[config.mk]
export PLATFORM = sky130hd
export DESIGN_NAME = tt_um_microtile_pulsegen
export DESIGN_NICKNAME = d
export VERILOG_FILES = /design/src/rtl/tt_um_microtile_pulsegen.sv
export SDC_FILE = /design/constraint.sdc
export NUM_CORES = 1
export LEC_CHECK = 0
export ABC_AREA = 1
export BUFFER_PORTS_ARGS = -buffer_cell sky130_fd_sc_hd__buf_2
export CAP_MARGIN = 20
export CORE_MARGIN = 2
export CORE_UTILIZATION = 50
export DETAILED_ROUTE_END_ITERATION = 6
export PLACE_DENSITY = 0.86
export SLEW_MARGIN = 20
export SYNTH_ARGS = -nofsm -noshare
export SYNTH_HDL_FRONTEND = slang
export SYNTH_SLANG_ARGS = --single-unit
export TNS_END_PERCENT = 30
[constraint.sdc]
create_clock -name clk -period 1.5 [get_ports clk]
set_input_delay 0.225 -clock clk [delete_from_list [all_inputs] [get_ports clk]]
set_output_delay 0.225 -clock clk [all_outputs]
set_load 0.02 [all_outputs]
[src/rtl/tt_um_microtile_pulsegen.sv]
// Start/stop pulse-pair generator: a go edge launches a start pulse, then a stop pulse D cycles later.
// Optional burst mode (N pairs separated by gaps) is compiled only with MICROTILE_PULSEGEN_BURST_EN.
module tt_um_microtile_pulsegen (
    input  logic [7:0] ui_in,
    output logic [7:0] uo_out,
    input  logic [7:0] uio_in,
    output logic [7:0] uio_out,
    output logic [7:0] uio_oe,
    input  logic       ena,
    input  logic       clk,
    input  logic       rst_n
);

    typedef enum logic [2:0] {StIdle, StStart, StDelay, StStop, StGap} state_e;

    state_e     state_q, state_d;
    logic [7:0] cnt_q, cnt_d;
    logic [7:0] dly_q, dly_d;
    logic [2:0] gap_q, gap_d;
    logic [4:0] pairs_q, pairs_d;
    logic       go_q;
    logic       start_q, start_d;
    logic       stop_q, stop_d;
    logic       busy_q, busy_d;
    logic       done_q, done_d;
    logic       go_edge;
    logic       stop_seen;
    logic       last_pair;
    logic [4:0] pairs_dec;
    logic [4:0] launch_pairs;
    logic       unused_ok;

    assign go_edge   = uio_in[0] & ~go_q;
    assign last_pair = (pairs_q <= 5'd1);
    assign pairs_dec = (pairs_q == 5'd0) ? 5'd0 : pairs_q - 5'd1;

`ifdef MICROTILE_PULSEGEN_BURST_EN
    // Burst count of 0 stands for 16 pairs.
    assign launch_pairs = !uio_in[1] ? 5'd1 :
                          (uio_in[7:4] == 4'd0) ? 5'd16 : {1'b0, uio_in[7:4]};
`else
    assign launch_pairs = 5'd0;
`endif

    assign unused_ok = &{1'b0, uio_in[7:1]};

    always_comb begin
        state_d   = state_q;
        cnt_d     = cnt_q;
        dly_d     = dly_q;
        gap_d     = gap_q;
        pairs_d   = pairs_q;
        start_d   = 1'b0;
        stop_d    = 1'b0;
        done_d    = 1'b0;
        stop_seen = 1'b0;

        unique case (state_q)
            StIdle: begin
                if (go_edge) begin
                    state_d = StStart;
                    dly_d   = ui_in;
                    cnt_d   = ui_in;
                    pairs_d = launch_pairs;
                    start_d = 1'b1;
                    stop_d  = (ui_in == 8'd0);
                end
            end
            StStart: begin
                // The counter still holds D here; D=0 means this cycle was also the stop.
                if (cnt_q == 8'd0) begin
                    stop_seen = 1'b1;
                end else if (cnt_q == 8'd1) begin
                    state_d = StStop;
                    stop_d  = 1'b1;
                    cnt_d   = 8'd0;
                end else begin
                    state_d = StDelay;
                    cnt_d   = cnt_q - 8'd1;
                end
            end
            StDelay: begin
                if (cnt_q == 8'd1) begin
                    state_d = StStop;
                    stop_d  = 1'b1;
                    cnt_d   = 8'd0;
                end else begin
                    cnt_d = cnt_q - 8'd1;
                end
            end
            StStop: begin
                stop_seen = 1'b1;
            end
            StGap: begin
                if (gap_q == 3'd0) begin
                    state_d = StStart;
                    cnt_d   = dly_q;
                    start_d = 1'b1;
                    stop_d  = (dly_q == 8'd0);
                end else begin
                    gap_d = gap_q - 3'd1;
                end
            end
            default: state_d = StIdle;
        endcase

        if (stop_seen) begin
            pairs_d = pairs_dec;
            if (last_pair) begin
                state_d = StIdle;
                done_d  = 1'b1;
            end else begin
                state_d = StGap;
                gap_d   = 3'd4;
            end
        end

        // Disable aborts silently: no done, count cleared.
        if (!ena) begin
            state_d = StIdle;
            cnt_d   = 8'd0;
            gap_d   = 3'd0;
            pairs_d = 5'd0;
            start_d = 1'b0;
            stop_d  = 1'b0;
            done_d  = 1'b0;
        end

        busy_d = (state_d != StIdle);
    end

    always_ff @(posedge clk or negedge rst_n) begin
        if (!rst_n) begin
            state_q <= StIdle;
            cnt_q   <= 8'd0;
            dly_q   <= 8'd0;
            gap_q   <= 3'd0;
            pairs_q <= 5'd0;
            go_q    <= 1'b0;
            start_q <= 1'b0;
            stop_q  <= 1'b0;
            busy_q  <= 1'b0;
            done_q  <= 1'b0;
        end else begin
            state_q <= state_d;
            cnt_q   <= cnt_d;
            dly_q   <= dly_d;
            gap_q   <= gap_d;
            pairs_q <= pairs_d;
            go_q    <= uio_in[0];
            start_q <= start_d;
            stop_q  <= stop_d;
            busy_q  <= busy_d;
            done_q  <= done_d;
        end
    end

    assign uo_out  = {pairs_q[3:0], done_q, busy_q, stop_q, start_q};
    assign uio_out = 8'h00;
    assign uio_oe  = 8'h00;

endmodule
Word-level counts from Yosys, hierarchy flattened --
Index checks and enable logic that the tools add are counted.
Word-level totals: register bits after elaboration 32, bits of input ports 19, output and inout bits 24, logic and storage cells 77
Operators by class: add/subtract/negate cells 3, order comparisons 1, equality and inequality tests 11, multiplexer cells 40, bitwise logic cells 2, reductions and logical operators 10
Operators by type and width (count):
- $mux W8 | 5
- $mux W3 | 12
- $pmux W8 S4 | 1
- $mux W5 | 5
- $logic_not A8 Y1 | 3
- $pmux W3 S5 | 1
- $mux W1 | 13
- $ne A3 B3 Y1 const B | 3
- $eq A8 B1 Y1 const B | 1
- $sub A8 B1 Y8 const B | 1
- $eq A3 B2 Y1 const B | 2
- $logic_not A3 Y1 | 2
- $ne A3 B1 Y1 const B | 2
- $le A5 B1 Y1 const B | 1
- $logic_not A5 Y1 | 1
- $ne A5 B1 Y1 const B | 1
- $sub A5 B1 Y5 const B | 1
- $pmux W1 S2 | 2
- $pmux W1 S4 | 1
- $reduce_and A2 Y1 | 2
- $reduce_and A4 Y1 | 1
- $eq A3 B1 Y1 const B | 1
- $eq A3 B3 Y1 const B | 1
- $reduce_bool A3 Y1 | 1
- other kinds (3) | 3

Longest topological paths before layout --
Gate-level depths: netlist of the first run.
depth after elaboration 7, mapped depth 10, mapped depth without buffers 10

Worst setup path before layout of the first run --
Ideal clock, no wire load.
path kind reg2reg, start point reg cnt_q[0], end point reg gap_q[0], setup time 0.120 ns, arrival 1.293 ns, required time 1.380 ns, slack 0.088 ns, cell stages (with the launch flop) 9, buffers on the path 0, clock period less this slack 1.412 ns, cell sequence dfrtp_1 -> inv_1 -> ha_1 -> inv_1 -> nor2_1 -> nand3_2 -> nand2_2 -> nand2_1 -> and3_1
On the way: longest elaborated chain between the ends 5
Ends and longest elaborated chain:
- start, declared | RTL line 17 | logic [7:0] cnt_q, cnt_d;
- start signal, assigned | RTL line 146 | cnt_q <= cnt_d;
- $logic_not A8 Y1 | RTL line 71 | if (cnt_q == 8'd0) begin
- $mux W1 | RTL line 71
- $pmux W1 S2 | RTL line 58 | unique case (state_q)
- $mux W3 | RTL line 107 | if (stop_seen) begin
- $mux W3 | RTL line 119 | if (!ena) begin
- named net gap_d[0] | RTL line 19 | logic [2:0] gap_q, gap_d;
- end signal, assigned | RTL line 148 | gap_q <= gap_d;
- end, declared | RTL line 19
The timed path passes the listed nets, and every way through them passes these cells. A chain may end at the register's enable or synchronous reset.

Final worst setup path of the first run --
start point reg cnt_q[0], end point reg cnt_q[4]
On the way: longest elaborated chain between the ends 5, elaborated cells on any way between the ends 9
Ends and longest elaborated chain (RTL line):
- $sub A8 B1 Y8 / $eq A8 B1 Y1 (equally long branches)
- $mux W8 | 73, 83
- $mux W8 | 71
- $pmux W8 S4 | 58
- $mux W8 | 119
Parallel ways exist; a longest one is shown, timed or not. The select of a mux whose other input is x is not followed.

==> results.md, run 1 <==
Finish:
- The diode insertion count for antenna repair is 0.
- The final net count is ~350.
- After routing the design area is roughly 2400 sq um.
- The number of non-filler instances in the completed layout is around 380.
- The area growth from synthesis to layout is 13.26%.
- The fraction of the core area covered by cells at the end of the flow is approximately three fifths.
- Of the cells placed in the final design, the portion with a size suffix greater than 1 is 19.51%.

Synthesis:
- The share of synthesized registers carrying an async set or reset is 100.0%.
- The synthesis warning total is 0.
- The post-synthesis instance total is between 300 and 400.
- For this run, the leading register cell type out of synthesis is sky130_fd_sc_hd__dfrtp_1.
- The synthesized design contains 32 register bits.
- The synthesized netlist contains 24 unique library cells.
- The simple-gate share of the synthesized area is 35.70%.
- The number of enable flip-flop cells after synthesis is 0.
- Counting instances in the post-synthesis netlist gives the leading cell types as sky130_fd_sc_hd__nand2_1 (92), sky130_fd_sc_hd__inv_1 (35), sky130_fd_sc_hd__nand3_1 (34), sky130_fd_sc_hd__dfrtp_1 (32), sky130_fd_sc_hd__nor2_1 (31).
- The mapped cell area is around 2100 sq um.
- By area, the combinational part of the netlist is dominated by simple AND/OR/NAND/NOR gates.
- The most common cell in the synthesized netlist is sky130_fd_sc_hd__nand2_1.
- The top cell type by area accounts for a little under two fifths of the synthesized area.
- The area fraction in compound gates after synthesis is around 4.4%.
- After Yosys synthesis, full adders, half adders and majority gates account for between 4 and 5% of the synthesized area.
- The multiplexer share of the synthesized area is 0%.
- The biggest area contributor in the post-synthesis netlist is sky130_fd_sc_hd__dfrtp_1.
- By area the synthesized netlist is led by sky130_fd_sc_hd__dfrtp_1 (38%), sky130_fd_sc_hd__nand2_1 (16%), sky130_fd_sc_hd__buf_4 (8.5%).
- The share of the Yosys chip area taken by registers is a little under two fifths.
- The average instance in the mapped netlist occupies about 7 sq um.
- Summing the areas of all xor and xnor instances in the mapped netlist gives between 1.5 and 2% of the synthesized area.

Die:
- The die span in x is a little under 70 microns.
- The die covers between 4000 and 5000 sq um.
- The floorplan has 23 rows.
- The initial cell density of the core is ~52%.
- The placeable core area is between 4000 and 5000 sq um.
- The count of boundary I/O pins is between 40 and 50.
- The vertical die dimension is about 69 microns.

Place:
- The HPWL after detailed placement is between 3 and 4 mm.
- The worst-case setup slack after placement is -0.001349 ns.
- The routability congestion estimate from global placement is between 0.8 and 0.9.
- The cell total after placement is 369.
- The count of input and output buffers is 19.
- The placed instances occupy a cell area of ~2200 sq um.

Setup path:
- The biggest fanout along the worst timing path is 7.
- At the worst endpoint, the arrival time is between 1.5 and 2 ns.
- The category of the critical setup timing path is flip-flop to flip-flop.
- The slack of the worst reg-to-reg path is about 0.056 ns.
- The reg-to-reg startpoint is cnt_q[0].
- The nature of the critical path endpoint is a flip-flop.
- The worst register-to-register path ends at cnt_q[4].
- STA puts the critical path data required time at 1.72 ns.
- Measured in cells, the most critical reg-to-reg path has a length of 9.
- The worst setup path is launched from a flip-flop.

Min path:
- The worst hold path depth is 1.
- In this run the most critical hold path is launched from uio_in[0].
- The classification of the worst-slack hold path is input port to flip-flop.
- The hold path endpoint is go_q.

STA:
- The worst path meets setup with 0.05567 ns of slack.
- The highest achievable clock rate is between 0.6 and 0.7 GHz.
- The worst hold slack across all endpoints is 0.06824 ns.
- The smallest clock period supported by the final layout is computed as 1.444 ns.
- The final hold violation count is 0.
- The number of max-slew violations in the final report came to 0.
- After routing, the total negative slack on setup checks comes to 0 ns.
- Setup violations remaining at the end of the flow were counted as 0.
- Between clock sinks in the finished design, the worst skew comes to 0.007508 ns.
- The ratio of final minimum period to clock period is about 96%.

Clocking:
- TritonCTS built the clock tree.
- CTS built an H-tree with a depth of 2.
- The clock buffer count from CTS is 5.
- The clock latency of the later-clocked register in the worst-skew pair is 0.28 ns.
- For this design, the sink count on the clock tree is 32.
- The tree is rooted in a sky130_fd_sc_hd__clkbuf_8.
- The number of buffers between clock root and the deepest sink is 2.
- After clock tree synthesis, the clock-pin slew on the worst setup and hold paths is approximately 0.060 ns.

Route:
- The total routed wirelength is 4.482 mm.
- In the routed design, unresolved DRC markers number 0.
- The count of TritonRoute iterations in the first routing pass is 6.
- The final routed wire length divided by cell count is around 12 microns.
- The number of vias after detailed routing is 1910.
- The starting DRC count in detailed routing is ~130.
- After detailed routing, the number of vias per cell comes to 5.053.
- In this run the remaining antenna-violating nets after routing total 0.

GRT:
- The first global-routing pass estimated 7.472 mm of wire.
- The maximum number of pins on one net before global-route repair is 18.
- The global router's overall resource usage is approximately a fifth.
- The via count of the first global-routing pass came to 1757.
- The number of antenna violations at the first check in global routing is 0.
- The total overflow reported by the global router is 0.

Power:
- For this design the static power due to leakage is between 1 and 1.5 nW.
- Summing internal, switching and leakage power gives ~2.2 mW.
- Power spread over the standard cell area amounts to a little over 900 nW/um^2.
- VDD sags by at most roughly 0.00043 V.

Job:
- Across the run, the number of max-cap violations was 0.

Status:
- The run finished with clean final reports.
## report_power, final
part	leakage (nW)	switching, mW	internal (mW)
Sequential	0.423	0.0628	0.936
Combinational	0.877	0.389	0.210
Clock	0.0410	0.292	0.314
Total	1.34	0.743	1.46
## sequential cells by signal (all words and copies together) (netlist names)
register	count
go_q	1
dly_q	8
cnt_q	8
done_q	1
gap_q	3
stop_q	1
state_q	3
busy_q	1
start_q	1
pairs_q	5
## logic make-up after synthesis
logic type / Yosys count
AND/OR/NAND/NOR: 175
buffers and inverters: 66
XOR/XNOR: 4
AO/OA/AOI/OAI: 17
flip-flops: 32
adder cells (fa/ha/maj): 7
other: 1
## layout make-up
type	count	area (sq um)
sequential	32	802.0
fill	339	1635
multi-input combinational	219	1100
tap	50	62.56
timing repair buffer	31	200.2
clock buffer	6	72.57
inverter	39	151.4
clock inverter	1	5.005
## how the worst max path moves through the flow
stage	from	cells after the start	end
floorplan	cnt_q[0]	8	gap_q[0]
global placement	cnt_q[1]	8	gap_q[0]
detailed placement	cnt_q[1]	8	cnt_q[0]
CTS	cnt_q[0]	8	gap_q[1]
global route	gap_q[1]	9	gap_q[1]
finish	cnt_q[0]	9	cnt_q[4]
## placed cells by master, fill, tap and decap left out, types with 4 or more instances in the layout
cell type and n:
sky130_fd_sc_hd__nand2_1 90, sky130_fd_sc_hd__inv_1 32, sky130_fd_sc_hd__nand3_1 31, sky130_fd_sc_hd__dfrtp_1 31, sky130_fd_sc_hd__nor2_1 27, sky130_fd_sc_hd__buf_2 19
sky130_fd_sc_hd__conb_1 16, sky130_fd_sc_hd__o21ai_0 12, sky130_fd_sc_hd__buf_4 10, sky130_fd_sc_hd__nand4_1 7, sky130_fd_sc_hd__inv_2 5, sky130_fd_sc_hd__clkbuf_8 5
sky130_fd_sc_hd__nor2_4 4, sky130_fd_sc_hd__nand3_2 4, sky130_fd_sc_hd__xor2_1 4, sky130_fd_sc_hd__ha_1 4
## per-layer routing
metal  vias up  GRT usage [%]  routed length, microns
met1       865          24.02                    1950
met5         -              0                       0
met2        70          30.24                    2157
met3        13          5.117                     256
li1        962              -                       -
met4         0          9.804                     119
## worst max-delay path, cell delays in order, from the launching register on
cell and delay, ns:
sky130_fd_sc_hd__dfrtp_1 0.40, sky130_fd_sc_hd__buf_4 0.15, sky130_fd_sc_hd__ha_1 0.19, sky130_fd_sc_hd__nand2_1 0.09
sky130_fd_sc_hd__nor2_2 0.07, sky130_fd_sc_hd__nor2_4 0.18, sky130_fd_sc_hd__nand2_1 0.11, sky130_fd_sc_hd__nand3_1 0.08
sky130_fd_sc_hd__nand2_1 0.06, sky130_fd_sc_hd__nand2_1 0.06
## repair_timing
action | CTS | global route
hold endpoints to repair | 15 | 0
pin swaps | 1 | 4
setup endpoints to repair | 6 | 19
gates resized for setup | 2 | 22
setup buffers | 0 | 1
hold buffers | 1 | 0
Note: power is estimated with default switching activity, not from simulation.
==> run 2, diff against run 1 <==
PLACE_DENSITY = not set   (was 0.86)
PLACE_DENSITY_LB_ADDON = 0.05   (was not set)
SKIP_LAST_GASP = 1   (was not set)
==> run 2 against run 1 <==
Worst setup slack better by 0.029 ns; via count is 0.94% lower; wire length increased by 4.5%; combinational power rose by 6.5%; sequential power barely moved; flip-flop and latch count unchanged; fmax grew 2.1%; core utilization is 3.4 points higher; register-to-register slack better by 0.03 ns; die area is the same; sequential share of layout area decreased by 1.8 points; critical path depth rose by 1; largest power group unchanged; highest routed layer unchanged.
==> results.md, run 2 (synthesized netlist as in run 1, its figures left out) <==
Status:
- The flow ran to the end, and the final reports show no timing, DRC or antenna violations.

GRT:
- The via count of the first global-routing pass is 1735 (-1.3%).
- The wire length of the first global-routing pass was 7.907 mm (+5.8%).
- The maximum number of pins on one net before global-route repair came to 18 (unchanged).
- The global router's overall resource usage is 20.58% (+1.4 points).
- The total overflow reported by the global router is 0 (unchanged).
- The number of antenna violations at the first check in global routing is 0 (unchanged).

Clocking:
- The maximum level of the CTS H-tree was 2 (unchanged).
- The clock root buffer is sky130_fd_sc_hd__clkbuf_8.
- The clock latency of the later-clocked register in the worst-skew pair came to 0.29 ns (about the same).
- TritonCTS built the clock tree.
- The register clock-pin slew on the reported worst setup and hold paths is 0.07 ns (about the same).
- The clock sink total was 32 (unchanged).
- The clock buffer count from CTS is 5 (unchanged).
- The number of buffers between clock root and the deepest sink was 2 (unchanged).

Finish:
- In the layout the commonest cells are sky130_fd_sc_hd__nand2_1 (88), sky130_fd_sc_hd__inv_1 (34), sky130_fd_sc_hd__nand3_1 (31).
- The largest registers in the layout are cnt_q (8), dly_q (8), pairs_q (5).
- The area of the multi-input gates is 1117 sq um (+1.6%).
- The most common library cell in the layout ignoring fill and taps is sky130_fd_sc_hd__nand2_1.
- The fraction of the core area covered by cells at the end of the flow is 62.86% (+3.4 points).
- The diode insertion count for antenna repair is 0 (unchanged).
- The number of non-filler instances in the completed layout was 388 (+2.6%).
- The final net count came to 363 (+2.5%).
- The area taken by flip-flops and latches is 803.3 sq um (+0.16%).
- The count of filler cells inserted in the layout was 383 (+13%).
- Relative to the synthesized area, the layout overhead comes to 19.83%.
- The proportion of layout cells with a drive suffix above 1 is 22.78% (+3.3 points).

Route:
- The number of remaining DRC errors was 0 (unchanged).
- The number of antenna-violating nets in the routed design is 0 (unchanged).
- The starting DRC count in detailed routing was 113 (-14%).
- The final routed wire length divided by cell count is 12.07 microns (+1.8%).
- The count of TritonRoute iterations in the first routing pass is 4 (-2).
- The number of vias after detailed routing was 1892 (-0.94%).
- The via density per instance came to 4.876 (-3.5%).
- The total routed wirelength is 4.682 mm (+4.5%).

Setup path:
- The critical path required time is 1.73 ns (about the same).
- The worst setup path is captured at a flip-flop.
- By instance count, the cell type seen most on the critical path is sky130_fd_sc_hd__nand2_1.
- The worst path arrival time came to 1.65 ns (about the same).
- The critical path's largest stage delay is 0.38 ns (-0.02 ns).
- The category of the critical setup timing path is flip-flop to flip-flop.
- The biggest fanout along the worst timing path is 3 (-4).
- The sort of element at the start of the critical path is a flip-flop.
- Traced cell by cell, the critical path runs through buf_4 > ha_1 > nand2_1 > nor2_2 > nor2_2 > buf_4 > nand2_1 > nand3_1 > nand2_1 > nand2_1.
- The highest-delay cell along the critical path is sky130_fd_sc_hd__dfrtp_1.

Die:
- The die footprint is 4762 sq um (unchanged).
- The die span in x was 69.01 microns (unchanged).
- The count of boundary I/O pins came to 43 (unchanged).
- The number of rows in the core area was 23 (unchanged).
- The initial cell density of the core is 52.45% (unchanged).
- The vertical die dimension came to 69.01 microns (unchanged).
- The placeable core area came to 4029 sq um (unchanged).

STA:
- The count of endpoints failing setup in the final report was 0 (unchanged).
- The final hold violation count came to 0 (unchanged).
- The ratio of final minimum period to clock period is 94.32% (-2.0 points).
- The highest achievable clock rate was 0.7068 GHz (+2.1%).
- The final worst clock skew was 0.004903 ns (-0.002605 ns).
- The number of max-slew violations in the final report is 0 (unchanged).
- Setup repair after global routing could not meet its margin everywhere.
- The minimum clock period after layout is 1.415 ns (-0.02946 ns).

Place:
- The count of input and output buffers is 19 (unchanged).
- The cell total after placement is 377 (+2.2%).
- The HPWL after detailed placement is 3.512 mm (+3.3%).
- The routability congestion estimate from global placement is 0.8700 (-3.2%).

Job:
- The reported max-cap violation count is 0 (unchanged).

Power:
- The worst voltage drop across the vdd grid was 0.0006237 V (+45%).
- The leakage dissipation came to 1.419 nW (+5.8%).
- The areal power density over the cells is 1011 nW/um^2 (+9.8%).
- The total design power is 2.559 mW (+16%).

Min path:
- The classification of the worst-slack hold path is input port to flip-flop.
[run 2: cell types whose count changed in the layout (fill, tap and decap cells not counted), moves of 2 or more]
cell and change:
sky130_fd_sc_hd__o21ai_1 +3, sky130_fd_sc_hd__o21ai_0 -3, sky130_fd_sc_hd__nand2_1 -2, sky130_fd_sc_hd__inv_2 -2, sky130_fd_sc_hd__nor2_2 +2, sky130_fd_sc_hd__inv_1 +2
sky130_fd_sc_hd__clkbuf_8 +2, sky130_fd_sc_hd__buf_4 +8
[run 2: power by group]
part	switching [mW]	total (mW)	internal, mW
Sequential	0.0608	0.997	0.936
Combinational	0.398	0.638	0.240
Clock	0.338	0.924	0.586
[run 2: worst max-delay path, delay by kind of cell, from the launching register on]
kind	cells	cell delay, ns
flip-flops	1	0.38
AND/OR/NAND/NOR	7	0.51
buffers and inverters	2	0.28
adder cells (fa/ha/maj)	1	0.19
[run 2: path summary, 6_finish.rpt]
check	to	slack, ns	start	cells past startpoint
worst max-delay path	cnt_q[3]	0.09	cnt_q[0]	10
worst min-delay path	go_q	0.05	uio_in[0]	1
worst max register to register	cnt_q[3]	0.09	cnt_q[0]	10
worst min register to register	dly_q[3]	0.52	dly_q[3]	2
max in group asynchronous	cnt_q[2]	0.68	rst_n	3
min in group asynchronous	pairs_q[3]	0.38	rst_n	2
[run 2: cell type report]
| cell class | count | area share (%) |
|---|---|---|
| Clock buffer | 7 | 3.804 |
| Inverter | 39 | 5.978 |
| Tap cell | 50 | 2.470 |
| Clock inverter | 1 | 1.186 |
| Timing Repair Buffer | 40 | 10.72 |
| Multi-Input combinational cell | 219 | 44.12 |
| Sequential cell | 32 | 31.72 |
[run 2: metal layers]
| metal | vias to the layer above | routed length [microns] | track usage, % |
|---|---|---|---|
| met3 | 6 | 188 | 4.386 |
| met2 | 41 | 2115 | 31.30 |
| li1 | 979 | - | - |
| met1 | 866 | 2308 | 29.43 |
| met5 | - | 0 | 0 |
| met4 | 0 | 69 | 6.318 |
[run 2: repair_timing]
item                                    in CTS  in global routing
endpoints found under the setup margin      12                 19
pin swaps                                    2                  6
endpoints found under the hold margin       15                  0
setup buffers                                1                  1
hold buffers                                 1                  0
resized for setup                            4                 27
[run 2: stage by stage]
stage                     cell area (sq um)  hold slack [ns]  setup TNS, ns  setup slack, ns
after floorplan                        2170         -0.07059              0          0.08779
after global placement                 2282           0.1710        -0.1510         -0.02304
after detailed placement               2282           0.1785        -0.4455         -0.06037
after CTS                              2441          0.04517              0        0.0008070
after global routing                   2532          0.05143      -0.003986        -0.003986
final                                  2532          0.05179              0          0.08513
